`src/rtl/arb_pkg.sv`:
```
// Shared types, constants and the rotating-priority search used by the arbiter.
// Latency: none (package, combinational helper only).
// Backpressure: not applicable.
package arb_pkg;

    localparam int NUM_REQ = 4;
    localparam int IDX_W   = 2;

    typedef enum logic {
        ST_IDLE,
        ST_GRANT
    } state_t;

    typedef struct packed {
        logic             found;
        logic [IDX_W-1:0] idx;
    } pick_t;

    // Search req starting at ptr and wrapping mod NUM_REQ; the first set bit wins.
    // The loop walks from the farthest offset down so the nearest hit overwrites.
    function automatic pick_t rr_pick(input logic [NUM_REQ-1:0] req,
                                      input logic [IDX_W-1:0]   ptr);
        pick_t            p;
        logic [IDX_W-1:0] cand;
        p.found = 1'b0;
        p.idx   = ptr;
        for (int k = NUM_REQ - 1; k >= 0; k--) begin
            cand = ptr + IDX_W'(k);
            if (req[cand]) begin
                p.found = 1'b1;
                p.idx   = cand;
            end
        end
        return p;
    endfunction

endpackage

```
`src/rtl/dec2to4_onehot.sv`:
```
// Binary index to one-hot decoder with an enable that forces all-zero output.
// Latency: combinational.
// Backpressure: none.
module dec2to4_onehot
    import arb_pkg::*;
(
    input  logic [IDX_W-1:0]   idx_i,
    input  logic               en_i,
    output logic [NUM_REQ-1:0] onehot_o
);

    // Exactly one bit set when enabled, none otherwise.
    always_comb begin
        onehot_o = '0;
        if (en_i) begin
            onehot_o[idx_i] = 1'b1;
        end
    end

endmodule

```
`src/rtl/rr_arbiter4.sv`:
```
// Four-way round-robin arbiter with grant hold, release hand-off and hold timeout.
// Latency: 1 cycle from req sample to grant; releases hand off back-to-back.
// Backpressure: owner keeps the grant while its req is high, up to MAX_HOLD cycles.
module rr_arbiter4
    import arb_pkg::*;
#(
    parameter int MAX_HOLD = 16,   // 0 disables the timeout
    parameter int CNT_W    = 5     // needs 2**CNT_W > MAX_HOLD
) (
    input  logic               clk,
    input  logic               rst,
    input  logic [NUM_REQ-1:0] req,
    output logic [NUM_REQ-1:0] gnt,
    output logic [IDX_W-1:0]   gnt_idx,
    output logic               gnt_valid,
    output logic               preempt
);

    localparam bit TMO_EN = (MAX_HOLD != 0);
    // With the timeout disabled the counter just parks at all-ones.
    localparam logic [CNT_W-1:0] HOLD_LAST = TMO_EN ? CNT_W'(MAX_HOLD - 1) : '1;

    state_t           state_q, state_d;
    logic [IDX_W-1:0] idx_q,   idx_d;
    logic [IDX_W-1:0] ptr_q,   ptr_d;
    logic [CNT_W-1:0] hold_q,  hold_d;
    logic             preempt_q, preempt_d;

    logic [IDX_W-1:0] ptr_after_owner;
    pick_t            pick_idle;
    pick_t            pick_rot;

    // The slot after the owner becomes top priority on release or timeout;
    // that naturally ranks the current owner last.
    assign ptr_after_owner = idx_q + IDX_W'(1);
    assign pick_idle       = rr_pick(req, ptr_q);
    assign pick_rot        = rr_pick(req, ptr_after_owner);

    // Next-state, pointer, hold counter and preempt pulse.
    always_comb begin
        state_d   = state_q;
        idx_d     = idx_q;
        ptr_d     = ptr_q;
        hold_d    = hold_q;
        preempt_d = 1'b0;
        case (state_q)
            ST_IDLE: begin
                if (pick_idle.found) begin
                    state_d = ST_GRANT;
                    idx_d   = pick_idle.idx;
                    hold_d  = '0;
                end
            end
            ST_GRANT: begin
                if (!req[idx_q]) begin
                    // Release wins over a coincident timeout: no preempt.
                    ptr_d  = ptr_after_owner;
                    hold_d = '0;
                    if (pick_rot.found) begin
                        idx_d = pick_rot.idx;
                    end else begin
                        state_d = ST_IDLE;
                    end
                end else if (TMO_EN && (hold_q == HOLD_LAST)) begin
                    // Owner still requesting, so a winner always exists;
                    // a lone owner simply gets re-granted.
                    ptr_d     = ptr_after_owner;
                    idx_d     = pick_rot.idx;
                    hold_d    = '0;
                    preempt_d = 1'b1;
                end else if (hold_q != HOLD_LAST) begin
                    hold_d = hold_q + CNT_W'(1);
                end
            end
            default: begin
                state_d = ST_IDLE;
            end
        endcase
    end

    // State registers, cleared immediately by the asynchronous reset.
    always_ff @(posedge clk or posedge rst) begin
        if (rst) begin
            state_q   <= ST_IDLE;
            idx_q     <= '0;
            ptr_q     <= '0;
            hold_q    <= '0;
            preempt_q <= 1'b0;
        end else begin
            state_q   <= state_d;
            idx_q     <= idx_d;
            ptr_q     <= ptr_d;
            hold_q    <= hold_d;
            preempt_q <= preempt_d;
        end
    end

    assign gnt_valid = (state_q == ST_GRANT);
    assign gnt_idx   = idx_q;
    assign preempt   = preempt_q;

    dec2to4_onehot u_dec (
        .idx_i    (idx_q),
        .en_i     (gnt_valid),
        .onehot_o (gnt)
    );

endmodule

```
`config.mk`:
```
export PLATFORM = sky130hd
export DESIGN_NAME = rr_arbiter4
export DESIGN_NICKNAME = d
export VERILOG_FILES = /design/src/rtl/arb_pkg.sv /design/src/rtl/dec2to4_onehot.sv /design/src/rtl/rr_arbiter4.sv
export SDC_FILE = /design/constraint.sdc
export NUM_CORES = 1
export LEC_CHECK = 0
export BUFFER_PORTS_ARGS = -buffer_cell sky130_fd_sc_hd__buf_2
export CAP_MARGIN = 15
export CORE_MARGIN = 2
export CORE_UTILIZATION = 53
export DETAILED_ROUTE_END_ITERATION = 6
export PLACE_DENSITY = 0.84
export REMOVE_ABC_BUFFERS = 1
export SLEW_MARGIN = 25
export SYNTH_ARGS = -nofsm -noshare
export SYNTH_HDL_FRONTEND = slang
export SYNTH_SLANG_ARGS = --single-unit
```
`constraint.sdc`:
```
create_clock -name clk -period 2.31 [get_ports clk]
set_input_delay 0.462 -clock clk [delete_from_list [all_inputs] [get_ports clk]]
set_output_delay 0.462 -clock clk [all_outputs]
set_load 0.01 [all_outputs]
```
==> metrics.txt <==
GR Util All Layers 20.8%; register area 275 sq um; Final ANT Viol Nets 0; Least-Margin Pin Slew 448 ps; Pwr Density between 1000 and 1500 nW/um^2; Multi-input gate area between 400 and 500 sq um; CP Data Required Time 2460 ps; top-count cell post-synth dfrtp_1; io pins 14; ant diodes 0; mux cell area share after synthesis 4.68%; worst ir drop on vdd 636 uV; reg2reg setup slack 290 ps; Overflow after GRT 0; f_max 0.495 GHz; clk slew on worst S/H paths ~70 ps; # DRC 0; Fillers 138; first-pass GRT wire length 2930 microns; Starting DRT DRC Count 20; Nets 114; H-tree Lvls 1; Max Cap Violations 0; Syn Area/Cell about 9.0 sq um; DR WL/cell 13.8 microns; Die W 42.9 microns; Max clock buf depth 2; Rows 14; largest net degree at the start of global routing 15; P_leak 0.000412 uW; CP Class flip-flop to flip-flop; top post-synthesis cells by area dfrtp_1, ha_1, nor2b_1; effective utilization at floorplan 55.2%; Final Cycle Share 87.5%; detailed-placement wirelength estimate approximately 1200 microns; critical path data arrival time 2170 ps; share of cells above drive strength 1 between 20% and 30%; area of the mapped netlist 802 sq um; Synth cell types 37; min cycle time layout roughly 2000 ps; TritonCTS clock tree built; TritonRoute pass-1 iters 4; EDFF count, synth 0; TritonCTS buffer count 3; Hold WS between 150 and 200 ps; Synth Area in XOR/XNOR 0%; Synth Register Bits 11; hold_buf cts 0; Reg power frac between 30% and 40%; status finished clean; Clock Skew 4.53 ps; Clock Sinks 11; vias in the first global route roughly 650; Via density 5.80; Synth Area in Adders under 10%; Cells after Synth 89; port buffer count 13; setup TNS 0 ps; RSZ-0062 raised after global routing false; die area 1840 sq um; Synth top area share 34.3%; Rel. slew slack 70.1%; Slew Limit Fails 0; routed wire length about 1600 microns; final setup violation count 0; setup repair bufs after CTS 0; Die Span Y 42.9 microns; main combinational cell family by area after synthesis compound AO/OA/AOI/OAI gates; ys flop type dfrtp_1; synth warn 0; Yosys top cell by area dfrtp_1; Final Hold Viols 0; Layout area overhead 11.5%; Psw 397 uW; combinational share of power between 50% and 60%; ys async rst share 100%; HP Class input pin to asynchronous set/reset pin; Post-Synth Simple-Gate Area a little under a quarter; Critical Path Sink Type flip-flop; root buffer cell clkbuf_4; initial antenna violation count 0; Synth Area in Compound Gates 25.3%; Post-synth top cells dfrtp_1, nor2b_1, o21ai_0; Clk pwr share about an eighth; CP Max Fanout 9; sequential element share of the synthesized area 34.3%; critical path launch point type flip-flop; Internal 566 uW; Skew-Pair Late Insertion Delay 260 ps; Vias 684; post-CTS resize count 0; core footprint about 1500 sq um; Switching Fraction 41.2%; Reg2Reg Depth 6; Placer Congestion between 0.9 and 1
-- layer usage --
metal	track usage (%)	part of all wire (%)
met1	30.2	48
met2	31.5	50
met3	1.28	1.5
met4	9.38	0.86
met5	0	0
-- cell usage in the layout, fill, tap and decap left out, drive strengths merged, types with 3 or more instances in the layout --
master	count
buf	13
dfrtp	11
nor2b	7
o21ai	7
nand2	6
inv	6
a21oi	6
ha	5
and2	5
clkbuf	4
nor2	4
nor3	3
-- area by class of cell --
cell class                 count  area share [%]
timing repair buffer          13            7.27
tap                           16            2.24
inverter                       6            2.52
sequential                    11            30.8
multi-input combinational     68            54.3
clock buffer                   4            2.94
-- registers in the layout (all words and copies together) (netlist names) --
name and flops:
preempt 1, hold_q 5, ptr_q 2, gnt_idx 2
gnt_valid 1
-- power groups by stage --
stage	logic [uW]	clock network (uW)	registers, uW
6_report	507	127	329
5_1_grt	576	140	348
4_1_cts	512	132	331
3_5_place_dp	512	0	334
3_3_place_gp	492	0	330
2_1_floorplan	376	0	323
-- worst max-delay path, stage by stage, from the launching register on --
cell and delay [ps]:
dfrtp_1 500, inv_1 130, ha_1 400, or3_1 330, a32oi_1 200, a21oi_1 90, a31o_2 260
-- metrics by stage --
| stage | power (uW) | util, % | worst slack (ps) | area (sq um) | std cells |
|---|---|---|---|---|---|
| CTS | 974 | 61.5 | 279 | 895 | 118 |
| global placement | 822 | 59.7 | 350 | 868 | 114 |
| detailed placement | 846 | 59.7 | 298 | 868 | 114 |
| finish | 963 | 61.5 | 289 | 895 | 118 |
| global route | 1060 | 61.5 | 126 | 895 | 118 |
| floorplan | 698 | - | 382 | 783 | 85 |
-- path summary, 6_finish.rpt --
check,from,to
setup / recovery,gnt_idx[0],gnt_idx[1]
hold / removal,rst,hold_q[3]
setup reg to reg,gnt_idx[0],gnt_idx[1]
hold reg to reg,hold_q[3],hold_q[3]
max in group asynchronous,rst,gnt_idx[0]
min in group clk,hold_q[3],hold_q[3]
-- logic make-up (layout without fill, tap and decap cells) --
group / Yosys count / count (layout)
AO/OA/AOI/OAI: 29 / 29
buffers and inverters: 10 / 23
flip-flops: 11 / 11
adder cells (fa/ha/maj): 5 / 5
AND/OR/NAND/NOR: 32 / 32
multiplexers: 2 / 2
No activity file was read; power rests on OpenSTA's default activity.
